<file path="src/rtl/multicycle_main_controller.sv">
// Multicycle RISC-V main control FSM: Moore outputs per state, branch PCWrite from func3/flags.
// Optional MC_ILLEGAL_TRAP_EN: ILLEGAL state holds until reset instead of returning to FETCH.
module multicycle_main_controller (
  input  logic       clk,
  input  logic       rst_n,
  input  logic [6:0] op,
  input  logic [2:0] func3,
  input  logic       zero,
  input  logic       neg,
  output logic       PCWrite,
  output logic       IRWrite,
  output logic       MemWrite,
  output logic       RegWrite,
  output logic       AdrSrc,
  output logic [1:0] ALUSrcA,
  output logic [1:0] ALUSrcB,
  output logic [1:0] ResultSrc,
  output logic [1:0] ALUOp,
  output logic [2:0] ImmSrc,
  output logic       illegal
);

  localparam logic [6:0] OP_R    = 7'b0110011;
  localparam logic [6:0] OP_I    = 7'b0010011;
  localparam logic [6:0] OP_LW   = 7'b0000011;
  localparam logic [6:0] OP_SW   = 7'b0100011;
  localparam logic [6:0] OP_B    = 7'b1100011;
  localparam logic [6:0] OP_JAL  = 7'b1101111;
  localparam logic [6:0] OP_JALR = 7'b1100111;
  localparam logic [6:0] OP_LUI  = 7'b0110111;

  typedef enum logic [3:0] {
    FETCH, DECODE, MEMADR, MEMREAD, MEMWB, MEMWRITE, EXECR, EXECI,
    ALUWB, BRANCH, JAL, JALR, JALRPC, LUI, ILLEGAL
  } state_t;

  state_t state, state_nxt;
  logic   take;

  always_ff @(posedge clk or negedge rst_n) begin
    if (!rst_n) state <= FETCH;
    else        state <= state_nxt;
  end

  always_comb begin
    case (func3)
      3'b000:  take = zero;
      3'b001:  take = ~zero;
      3'b100:  take = neg;
      3'b101:  take = ~neg;
      default: take = 1'b0;
    endcase
  end

  always_comb begin
    state_nxt = state;
    PCWrite   = 1'b0;
    IRWrite   = 1'b0;
    MemWrite  = 1'b0;
    RegWrite  = 1'b0;
    AdrSrc    = 1'b0;
    ALUSrcA   = 2'b00;
    ALUSrcB   = 2'b00;
    ResultSrc = 2'b00;
    ALUOp     = 2'b00;
    ImmSrc    = 3'b000;
    illegal   = 1'b0;
    case (state)
      FETCH: begin
        IRWrite = 1'b1; PCWrite = 1'b1;
        ALUSrcB = 2'b10; ResultSrc = 2'b10;
        state_nxt = DECODE;
      end
      DECODE: begin
        ALUSrcA = 2'b01; ALUSrcB = 2'b01;
        case (op)
          OP_LW, OP_SW: state_nxt = MEMADR;
          OP_R:         state_nxt = EXECR;
          OP_I:         state_nxt = EXECI;
          OP_B:         state_nxt = BRANCH;
          OP_JAL:       state_nxt = JAL;
          OP_JALR:      state_nxt = JALR;
          OP_LUI:       state_nxt = LUI;
          default:      state_nxt = ILLEGAL;
        endcase
      end
      MEMADR: begin
        ALUSrcA = 2'b10; ALUSrcB = 2'b01;
        state_nxt = (op == OP_LW) ? MEMREAD : MEMWRITE;
      end
      MEMREAD: begin
        AdrSrc = 1'b1;
        state_nxt = MEMWB;
      end
      MEMWB: begin
        ResultSrc = 2'b01; RegWrite = 1'b1;
        state_nxt = FETCH;
      end
      MEMWRITE: begin
        AdrSrc = 1'b1; MemWrite = 1'b1;
        state_nxt = FETCH;
      end
      EXECR: begin
        ALUSrcA = 2'b10; ALUOp = 2'b10;
        state_nxt = ALUWB;
      end
      EXECI: begin
        ALUSrcA = 2'b10; ALUSrcB = 2'b01; ALUOp = 2'b11;
        state_nxt = ALUWB;
      end
      ALUWB: begin
        RegWrite = 1'b1;
        state_nxt = FETCH;
      end
      BRANCH: begin
        ALUSrcA = 2'b10; ALUOp = 2'b01;
        PCWrite = take;
        state_nxt = FETCH;
      end
      JAL, JALRPC: begin
        ALUSrcA = 2'b01; ALUSrcB = 2'b10; PCWrite = 1'b1;
        state_nxt = ALUWB;
      end
      JALR: begin
        ALUSrcA = 2'b10; ALUSrcB = 2'b01;
        state_nxt = JALRPC;
      end
      LUI: begin
        ResultSrc = 2'b11; RegWrite = 1'b1;
        state_nxt = FETCH;
      end
      default: begin
        illegal = 1'b1;
`ifdef MC_ILLEGAL_TRAP_EN
        state_nxt = ILLEGAL;
`else
        state_nxt = FETCH;
`endif
      end
    endcase

    case (op)
      OP_SW:   ImmSrc = 3'b001;
      OP_B:    ImmSrc = 3'b010;
      OP_JAL:  ImmSrc = 3'b011;
      OP_LUI:  ImmSrc = 3'b100;
      default: ImmSrc = 3'b000;
    endcase

    // Reset gates every output asynchronously, not just the state register,
    // since FETCH itself drives write enables.
    if (!rst_n) begin
      PCWrite   = 1'b0;
      IRWrite   = 1'b0;
      MemWrite  = 1'b0;
      RegWrite  = 1'b0;
      AdrSrc    = 1'b0;
      ALUSrcA   = 2'b00;
      ALUSrcB   = 2'b00;
      ResultSrc = 2'b00;
      ALUOp     = 2'b00;
      ImmSrc    = 3'b000;
      illegal   = 1'b0;
    end
  end

endmodule
</file>
<file path="config.mk">
export PLATFORM = sky130hd
export DESIGN_NAME = multicycle_main_controller
export DESIGN_NICKNAME = d
export VERILOG_FILES = /design/src/rtl/multicycle_main_controller.sv
export SDC_FILE = /design/constraint.sdc
export NUM_CORES = 1
export LEC_CHECK = 0
export ABC_AREA = 0
export CORE_UTILIZATION = 43
export CTS_CLUSTER_DIAMETER = 150
export DETAILED_ROUTE_END_ITERATION = 10
export PLACE_DENSITY = 0.89
export REMOVE_ABC_BUFFERS = 1
export SLEW_MARGIN = 15
export SYNTH_ARGS = -nofsm -noshare
export SYNTH_HDL_FRONTEND = slang
export SYNTH_SLANG_ARGS = --single-unit
</file>
<file path="constraint.sdc">
create_clock -name clk -period 2 [get_ports clk]
set_clock_uncertainty 0.1 [all_clocks]
set_input_delay 0.2 -clock clk [delete_from_list [all_inputs] [get_ports clk]]
set_output_delay 0.2 -clock clk [all_outputs]
set_load 0.01 [all_outputs]
</file>
======== After elaboration in Yosys (flattened, before gate mapping) ========
Cells that the tools add are included.
W data, S select, Z words.
operators by class
  equal/unequal tests ..................... 24
  mux-type cells .......................... 26
  bitwise logic cells ..................... 2
  reduce and logical (&&, ||, !) cells .... 11
operators by type and width
  cell                  count
  $pmux W4 S7           1
  $eq A4 B4 Y1 const B  6
  $pmux W4 S6           1
  $eq A7 B6 Y1 const B  3
  $eq A7 B7 Y1 const B  3
  $eq A4 B3 Y1 const B  4
  $reduce_or A14 Y1     1
  $pmux W2 S3           2
  $pmux W3 S4           1
  $mux W1               11
  $reduce_or A3 Y1      3
  $eq A4 B2 Y1 const B  2
  $mux W2               4
  $pmux W2 S2           2
  $reduce_or A4 Y1      2
  $eq A7 B2 Y1 const B  1
  $eq A7 B5 Y1 const B  1
  $eq A3 B3 Y1 const B  2
  $mux W3               2
  $reduce_or A5 Y1      1
  $eq A4 B1 Y1 const B  1
  $logic_not A4 Y1      1
  $pmux W1 S4           1
  $reduce_or A2 Y1      2
  4 further kinds       5
storage, ports and cells
  register bits ........................... 4
  input port bits ......................... 14
  logic and storage cells ................. 64

======== Longest topological paths before layout ========
Gate-level depths: netlist (run 1).
  depth after elaboration ................. 4
  mapped depth ............................ 5
  depth with buffers taken out ............ 3

======== Least setup slack after synthesis (run 1) ========
No wires, ideal clock.
  path type ............................... reg-to-output
  from .................................... register state[3]
  to ...................................... output ALUSrcB[0]
  arrival ................................. 1.238 ns
  data required time ...................... 1.700 ns
  path slack .............................. 0.462 ns
  cell stages (with the launch flop) ...... 4
  buffers on the path ..................... 1
  cell sequence ........................... dfrtp_1 -> buf_2 -> or3_1 -> o32ai_1
on the way
  word-level cells in the longest chain between the ends .. 4
  elaborated cells between the ends (all ways) .. 11
  those cells by class .................... eq/ne (6); mux (2); reduce/logical (3)
ends and longest elaborated chain
  what                                                                          RTL line  source
  start, declared                                                               37        state_t state, state_nxt;
  start signal, assigned                                                        42        else state <= state_nxt;
  $eq A4 B1 Y1 (tied with other cells)                                          68        case (state)
  $reduce_or A4 Y1 (no source line) / $reduce_or A3 Y1 (equally long branches)  --
  $pmux W2 S2 (*)                                                               68
  $mux W2 (*)                                                                   152       if (!rst_n) begin
  end, declared                                                                 16        output logic [1:0] ALUSrcB,
Every way passes the cells marked *; elsewhere a longest branch is shown, timed or not.

======== Final worst setup path (run 1) ========
  from .................................... register state[2]
  to ...................................... output illegal
on the way
  word-level cells in the longest chain between the ends .. 4
  elaborated cells between the ends (all ways) .. 17
  those cells by class .................... eq/ne (13); mux (2); reduce/logical (2)
ends and longest elaborated chain
  what                                    RTL line  source
  $eq A4 B1 Y1 (tied with other cells)    68
  $reduce_or A14 Y1 (no source line) (*)  --
  $mux W1 (*)                             68
  $mux W1 (*)                             152
  end, declared                           20        output logic illegal
Marks and branches as above.

==> results.txt, run 1 <==
achievable frequency -> 508 MHz
Total Power -> 1.18 mW
register share of total power -> 0.149
CP max FO -> 10
total global routing overflow -> 0
Placed Cells -> 152
DR iter-0 viols -> 36
Rel. slew slack -> 0.734
share of post-route cells with drive strength above 1 -> 0.229
sequential-to-total area share from yosys stat -> 0.152
cell accounting for the most synthesized area -> dfrtp_1
vias in the first global route -> 858
final worst slack -> 0.0311 ns
initial antenna violation count -> 0
# nets final -> 156
hold slack -> 0.0313 ns
switch share -> 0.465
First-pass DRT Iterations -> 4
Root Buffer -> clkbuf_4
gpl congestion -> 0.800
Clock power frac -> 0.096
Synth area leaders -> dfrtp_1 15%, nor2b_1 6.6%, nand2_1 5.7%
worst-case clock buffer depth -> 2
Synth top area share -> 0.152
setup slack at placement -> -0.219 ns
DR vias -> 907
IO Port Bufs -> 30
Crit. End Element -> output port
CTS H-tree depth -> 1
Row Count -> 13
die footprint -> 1700 um2
Slew Viols, Final -> 0
Final Hold Fails -> 0
most common flop cell mapped by yosys -> dfrtp_1
DRT Wirelength -> 2.32 mm
Reg-to-Reg Start -> state[2]$_DFF_PN0_
Tcrit/Tclk final -> 0.984
Final Core Density -> 0.820
Final min period -> 1.97 ns
Non-Filler Instances -> 155
Avg Inst Size Synth -> 7.10 um2
DPL Wire Length -> 1.70 mm
Die Y -> 41.2 um
run status -> finished, final reports clean
worst path required time -> 1.70 ns
Worst-Skew Late Latency -> 0.26 ns
Final TNS setup -> 0 ns
max reg flops -> 4
die width -> 41.2 um
filler cell count -> 105
Antenna Cells -> 0
Yosys reg bits -> 4
Layout Cell Area excl Fill -> 1120 um2
Initial Utilization -> 0.484
Worst Max-Slew Pin Slew -> 0.393 ns
Comb power frac -> 0.755
flop2flop setup slack -> 0.58 ns
number of I/O pins -> 31
RSZ-0062 raised after global routing -> false
placeable core area -> 1370 um2
Internal -> 0.632 mW
Area Growth Syn to Fin -> 69.5%
Reg area -> 103 um2
R2R cell count -> 4
dpl cell area -> 1100 um2
Final setup viols -> 0
most instantiated library cell after synthesis -> nand2_1
Critical R2R Capture -> state[3]$_DFF_PN0_
mapped cell area -> 661 um2
Top Registers -> state (4)
Setup CP Type -> register to output port
Post-synth EDFFs -> 0
CTS tree -> built
post-synth cell types -> 34
Biggest register -> state
Synth warnings -> 0
top post-synthesis cells by count -> 10 x nand2_1, 7 x nor2b_1, 6 x a21oi_1, 6 x buf_2
Post-CTS Hold Fix Bufs -> 0
total track usage -> 0.317
Via-to-Cell Ratio -> 5.85
startpoint types -> register
Arrival @ worst endpoint -> 1.67 ns
DRC errors left -> 0
largest net degree at the start of global routing -> 15
Post-synth ARST share -> 1.00
worst hold path type -> primary input to async pin
Max VDD drop -> 506 uV
Clk pin slew, worst setup/hold paths -> 0.05 ns
leakage power -> 0.545 nW
Synth Instances -> 93
max_cap viols -> 0
CTS Buf Count -> 3
Detail Route Antenna Nets -> 0
first-pass GRT wire length -> 3.51 mm
Sw Pwr -> 0.548 mW
PD cells -> 1050 nW/um2
Clock Sink Count -> 4
multi-input combinational cell area -> 510 um2
WL per Instance -> 14.9 um
worst max-delay path by stage:
stage / from / to / slack [ns] / cells past startpoint
after detailed placement: rst_n / PCWrite / -0.22 / 5
after floorplan: state[3]$_DFF_PN0_ / ALUSrcB[0] / 0.40 / 2
after global routing: state[1]$_DFF_PN0_ / PCWrite / 0.001 / 4
after global placement: rst_n / PCWrite / -0.15 / 5
after CTS: op[6] / ImmSrc[2] / 0.01 / 5
final: state[2]$_DFF_PN0_ / illegal / 0.03 / 4
cells by family after synthesis:
logic type	share of synthesized area
mux	0.0303
compound gates	0.201
flops	0.152
xor+xnor	0.0663
simple gates	0.460
buf+inv	0.0909
placed cells by master, fill, tap and decap left out, drive strengths merged, types with 3 or more instances in the layout:
master,n
dfrtp,4
clkdlybuf4s50,13
inv,4
nor2,5
clkbuf,3
nor3b,4
nand3b,5
xor2,4
a21oi,6
buf,22
nand2,10
nor3,5
nor2b,7
nand2b,3
dlygate4sd2,14
nand3,3
what timing repair did:
item	4_1_cts	5_1_grt
setup buffers	0	0
gates resized for setup	20	3
setup endpoints to repair	16	3
routing by layer:
metal | GRT usage | wire (um) | vias up
li1 | - | - | 432
met1 | 0.290 | 889 | 417
met2 | 0.664 | 1250 | 54
met3 | 0.0380 | 134 | 4
met4 | 0.145 | 42 | 0
met5 | 0 | 0 | -
final cells by class:
cell class	count	area share
clock buffer	3	0.0201
tap	15	0.0168
sequential	4	0.0916
multi-input combinational	77	0.456
timing repair buffer	52	0.402
inverter	4	0.0134
critical path, cell delays in order, from the launching register on:
cell	delay, ns
dfrtp_1	0.44
buf_4	0.21
nand2_1	0.10
nor2_1	0.12
clkdlybuf4s50_1	0.54
power by group through the flow:
stage / Combinational [mW] / Sequential (mW) / Clock (mW)
after floorplan: 0.383 / 0.218 / 0
after global placement: 0.865 / 0.166 / 0
after detailed placement: 0.899 / 0.167 / 0
after CTS: 0.859 / 0.170 / 0.107
after global routing: 0.960 / 0.179 / 0.118
final: 0.891 / 0.176 / 0.113
Note: power is estimated with default switching activity, not from simulation.
==> run 2: changes to the inputs <==
Settings changed: PLACE_DENSITY 0.89 to unset, PLACE_DENSITY_LB_ADDON set to 0.12.
==> results.txt, run 2 (synthesis results as in run 1) <==
Clock Sink Count -> 4 (unchanged)
max reg flops -> 4 (unchanged)
die footprint -> 1700 um2 (unchanged)
max_cap viols -> 0 (unchanged)
Setup CP Type -> register to output port
Clk pin slew, worst setup/hold paths -> 0.04 ns (about the same)
Arrival @ worst endpoint -> 1.62 ns (-0.05 ns)
Biggest register -> state
first-pass GRT wire length -> 3.11 mm (-12%)
setup slack at placement -> -0.145 ns (+0.0742 ns)
CTS Buf Count -> 3 (unchanged)
Worst Max-Slew Pin Slew -> 0.402 ns (+0.00846 ns)
Area Growth Syn to Fin -> 67.8%
First-pass DRT Iterations -> 7 (+3)
Total Power -> 1.14 mW (-3.4%)
DR vias -> 887 (-2.2%)
DRC errors left -> 1 (+1)
initial antenna violation count -> 0 (unchanged)
CTS H-tree depth -> 1 (unchanged)
Tcrit/Tclk final -> 0.960 (-0.0242)
leakage power -> 0.545 nW (about the same)
placeable core area -> 1370 um2 (unchanged)
CTS tree -> built
Initial Utilization -> 0.484 (unchanged)
Layout Cell Area excl Fill -> 1110 um2 (-1.0%)
RSZ-0062 raised after global routing -> false
run status -> complete, but fails checks
vias in the first global route -> 739 (-14%)
Post-CTS Hold Fix Bufs -> 0 (unchanged)
DR iter-0 viols -> 20 (-44%)
Final TNS setup -> 0 ns (unchanged)
number of I/O pins -> 31 (unchanged)
CP most frequent cell -> buf_4
die width -> 41.2 um (unchanged)
worst hold path type -> primary input to async pin
gpl congestion -> 0.856 (+7.0%)
PD cells -> 1030 nW/um2 (-2.4%)
Root Buffer -> clkbuf_4
commonest non-fill, non-tap cell in the layout -> buf_4
startpoint types -> register
Final min period -> 1.92 ns (-0.0485 ns)
# nets final -> 156 (unchanged)
Crit. End Element -> output port
largest net degree at the start of global routing -> 15 (unchanged)
worst-case clock buffer depth -> 2 (unchanged)
slowest stage cell, crit path -> dfrtp_2
final worst slack -> 0.0796 ns (+0.0485 ns)
Top Registers -> state (4)
Detail Route Antenna Nets -> 0 (unchanged)
CP max FO -> 7 (-3)
achievable frequency -> 521 MHz (+2.5%)
total global routing overflow -> 0 (unchanged)
IO Port Bufs -> 30 (unchanged)
DRT Wirelength -> 2.09 mm (-9.7%)
Final Hold Fails -> 0 (unchanged)
Die Y -> 41.2 um (unchanged)
worst-path cell chain -> buf_4 -> buf_4 -> nor3_1 -> a21oi_1 -> o32ai_1 -> dlygate4sd2_1
worst path required time -> 1.70 ns (about the same)
WL per Instance -> 13.5 um (-9.7%)
Row Count -> 13 (unchanged)
Slew Viols, Final -> 0 (unchanged)
filler cell count -> 103 (-1.9%)
dpl cell area -> 1070 um2 (-2.7%)
Final setup viols -> 0 (unchanged)
Max VDD drop -> 610 uV (+21%)
share of post-route cells with drive strength above 1 -> 0.250 (+0.0214)
total track usage -> 0.281 (-0.0361)
Antenna Cells -> 0 (unchanged)
Worst-Skew Late Latency -> 0.25 ns (about the same)
most frequent cells in the layout -> 20 x buf_4, 14 x dlygate4sd2_1, 13 x clkdlybuf4s50_1, 10 x nand2_1
failing checks -> DRC
Via-to-Cell Ratio -> 5.72 (-2.2%)
Non-Filler Instances -> 155 (unchanged)
Placed Cells -> 148 (-2.6%)
DPL Wire Length -> 1.52 mm (-10%)
Rel. slew slack -> 0.729 (-0.00571)
CP peak stage delay -> 0.43 ns (-0.11 ns)
-- run 2: area by class of cell --
type,instances,area [um2],share of cell area
inverter,4,15.0,0.0135
sequential,4,103,0.0926
tap,15,18.8,0.0169
timing repair buffer,52,434,0.392
multi-input combinational,77,515,0.465
clock buffer,3,22.5,0.0203
-- run 2: through the flow --
step	hold WS, ns	util
2_1_floorplan	-0.196	-
3_3_place_gp	0.595	0.783
3_5_place_dp	0.603	0.783
4_1_cts	0.351	0.815
5_1_grt	0.358	0.811
6_report	0.362	0.811
-- run 2: repair_timing --
action | CTS | global route
gates resized for setup | 22 | 5
buffers inserted | 4 | 0
setup endpoints to repair | 16 | 3
-- run 2: final timing paths --
path                               startpoint            endpoint  slack, ns  cells after the start
max                        state[3]$_DFF_PN0_          ALUSrcB[0]       0.08                      6
min                                     rst_n  state[0]$_DFF_PN0_       0.36                      3
max reg2reg                state[3]$_DFF_PN0_  state[3]$_DFF_PN0_       0.52                      5
min reg2reg                state[1]$_DFF_PN0_  state[3]$_DFF_PN0_       0.62                      3
max in group asynchronous               rst_n  state[1]$_DFF_PN0_       1.32                      3
min in group clk           state[1]$_DFF_PN0_  state[3]$_DFF_PN0_       0.62                      3
-- run 2: layer usage --
layer	vias up	share of wire	GRT usage
met5	-	0	0
met4	0	0.011	0.105
met3	2	0.047	0.0598
met2	39	0.50	0.484
met1	412	0.44	0.337
li1	434	-	-
-- run 2: report_power, final --
group	internal, mW	switching, mW	leakage, nW
clock network	0.0678	0.0428	0.0138
registers	0.120	0.0369	0.0489
logic	0.424	0.448	0.483
total	0.612	0.528	0.545
-- run 2: worst max-delay path, delay by kind of cell (launching register included) --
family,cells,cell delay (ns)
buf+inv,3,0.63
simple gates,1,0.16
flops,1,0.43
compound gates,2,0.16
==> run 3: changes to the inputs <==
Settings changed: SKIP_LAST_GASP set to 1.
==> results.txt, run 3 (synthesis results as in run 1) <==
flop2flop setup slack -> 0.52 ns (about the same)
achievable frequency -> 520 MHz (about the same)
slowest stage cell, crit path -> dfrtp_2
multi-input combinational cell area -> 515 um2 (unchanged)
share of post-route cells with drive strength above 1 -> 0.250 (unchanged)
run status -> finished, final reports clean
PD cells -> 1030 nW/um2 (-0.25%)
CP peak stage delay -> 0.43 ns (about the same)
max reg flops -> 4 (unchanged)
Via-to-Cell Ratio -> 5.74 (+0.34%)
Crit. End Element -> output port
Clock Sink Count -> 4 (unchanged)
Area Growth Syn to Fin -> 68.9%
Layout Cell Area excl Fill -> 1120 um2 (+0.68%)
crit path to -> ALUSrcB[0]
Tcrit/Tclk final -> 0.961 (about the same)
CP most frequent cell -> buf_4
die footprint -> 1700 um2 (unchanged)
hold slack -> 0.360 ns (-0.00160 ns)
Biggest register -> state
vias in the first global route -> 739 (unchanged)
largest net degree at the start of global routing -> 15 (unchanged)
dpl cell area -> 1070 um2 (unchanged)
number of I/O pins -> 31 (unchanged)
commonest non-fill, non-tap cell in the layout -> buf_4
CTS Buf Count -> 3 (unchanged)
Root Buffer -> clkbuf_4
Crit. path cell count -> 6 (unchanged)
setup slack at placement -> -0.145 ns (unchanged)
IO Port Bufs -> 30 (unchanged)
Worst-Skew Late Latency -> 0.25 ns (about the same)
Post-CTS Hold Fix Bufs -> 0 (unchanged)
max_cap viols -> 0 (unchanged)
Top Registers -> state (4)
first-pass GRT wire length -> 3.11 mm (unchanged)
# nets final -> 156 (unchanged)
DRT Wirelength -> 2.09 mm (unchanged)
most frequent cells in the layout -> 20 x buf_4, 13 x clkdlybuf4s50_1, 12 x dlygate4sd2_1, 10 x nand2_1
R2R cell count -> 5 (unchanged)
Rel. slew slack -> 0.733 (+0.00418)
RSZ-0062 raised after global routing -> false
leakage power -> 0.571 nW (+4.7%)
Row Count -> 13 (unchanged)
CP max FO -> 7 (unchanged)
gpl congestion -> 0.856 (unchanged)
Detail Route Antenna Nets -> 0 (unchanged)
worst-path cell chain -> buf_4 -> buf_4 -> nor3_1 -> a21oi_1 -> o32ai_1 -> dlygate4sd2_1
Arrival @ worst endpoint -> 1.62 ns (about the same)
First-pass DRT Iterations -> 6 (-1)
worst path required time -> 1.70 ns (about the same)
Initial Utilization -> 0.484 (unchanged)
Antenna Cells -> 0 (unchanged)
DR iter-0 viols -> 20 (unchanged)
Final min period -> 1.92 ns (+0.000831 ns)
total global routing overflow -> 0 (unchanged)
Max VDD drop -> 610 uV (-0.12%)
die width -> 41.2 um (unchanged)
Worst Max-Slew Pin Slew -> 0.396 ns (-0.00620 ns)
sum of buffers and inverters on the critical path -> 3 (unchanged)
CP startpoint -> state[3]$_DFF_PN0_
Final setup viols -> 0 (unchanged)
DRC errors left -> 0 (-1)
Slew Viols, Final -> 0 (unchanged)
Reg area -> 103 um2 (unchanged)
DR vias -> 890 (+0.34%)
CP top delay family -> buffers and inverters
initial antenna violation count -> 0 (unchanged)
DPL Wire Length -> 1.52 mm (unchanged)
CTS H-tree depth -> 1 (unchanged)
worst-case clock buffer depth -> 2 (unchanged)
total track usage -> 0.281 (unchanged)
WL per Instance -> 13.5 um (unchanged)
Setup CP Type -> register to output port
final worst slack -> 0.0787 ns (-0.000831 ns)
startpoint types -> register
Critical R2R Capture -> state[3]$_DFF_PN0_
worst hold path type -> primary input to async pin
Reg-to-Reg Start -> state[3]$_DFF_PN0_
CTS tree -> built
Final Hold Fails -> 0 (unchanged)
Clk pin slew, worst setup/hold paths -> 0.04 ns (about the same)
placeable core area -> 1370 um2 (unchanged)
filler cell count -> 101 (-1.9%)
Die Y -> 41.2 um (unchanged)
run 3: cell count changes in the layout (fill, tap and decap cells not counted):
| cell | delta |
|---|---|
| dlygate4sd2_1 | -2 |
| dlymetal6s2s_1 | +2 |
run 3: worst min path at each step:
stage / start / endpoint / slack (ns) / depth (start not counted)
after detailed placement: rst_n / state[1]$_DFF_PN0_ / 0.60 / 3
final: rst_n / state[0]$_DFF_PN0_ / 0.36 / 3
after global placement: state[1]$_DFF_PN0_ / state[2]$_DFF_PN0_ / 0.59 / 2
after global routing: rst_n / state[0]$_DFF_PN0_ / 0.36 / 3
after CTS: rst_n / state[0]$_DFF_PN0_ / 0.35 / 3
after floorplan: rst_n / state[0]$_DFF_PN0_ / -0.20 / 0
run 3: worst min-delay path, cell delays in order:
cell and delay (ns):
clkdlybuf4s50_1 0.53, buf_4 0.17, buf_4 0.14
run 3: final cells by class:
| cell class | count | share of cell area |
|---|---|---|
| Tap cell | 15 | 0.0168 |
| Clock buffer | 3 | 0.0202 |
| Sequential cell | 4 | 0.0919 |
| Inverter | 4 | 0.0135 |
| Multi-Input combinational cell | 77 | 0.462 |
| Timing Repair Buffer | 52 | 0.396 |
run 3: what timing repair did:
action,4_1_cts,5_1_grt
gates resized for setup,20,7
endpoints found under the setup margin,16,5
setup buffers,4,0
run 3: layer usage:
| metal | track usage | up-vias | wire [um] |
|---|---|---|---|
| li1 | - | 434 | - |
| met1 | 0.337 | 418 | 927 |
| met2 | 0.484 | 36 | 1060 |
| met3 | 0.0598 | 2 | 84 |
| met4 | 0.105 | 0 | 23 |
| met5 | 0 | - | 0 |
run 3: report_power, final:
| group | total [mW] | leakage [nW] | internal (mW) | switching, mW |
|---|---|---|---|---|
| logic | 0.877 | 0.508 | 0.428 | 0.449 |
| clock network | 0.111 | 0.0138 | 0.0678 | 0.0434 |
| registers | 0.157 | 0.0489 | 0.120 | 0.0368 |
run 3: per-stage QoR:
stage | std cells | util | TNS (ns) | power (mW)
after floorplan | 85 | - | 0 | 0.602
after global placement | 148 | 0.783 | -0.425 | 0.982
after detailed placement | 148 | 0.783 | -0.629 | 0.999
after CTS | 155 | 0.817 | -0.0981 | 1.14
after global routing | 155 | 0.817 | 0 | 1.23
final | 155 | 0.817 | 0 | 1.14
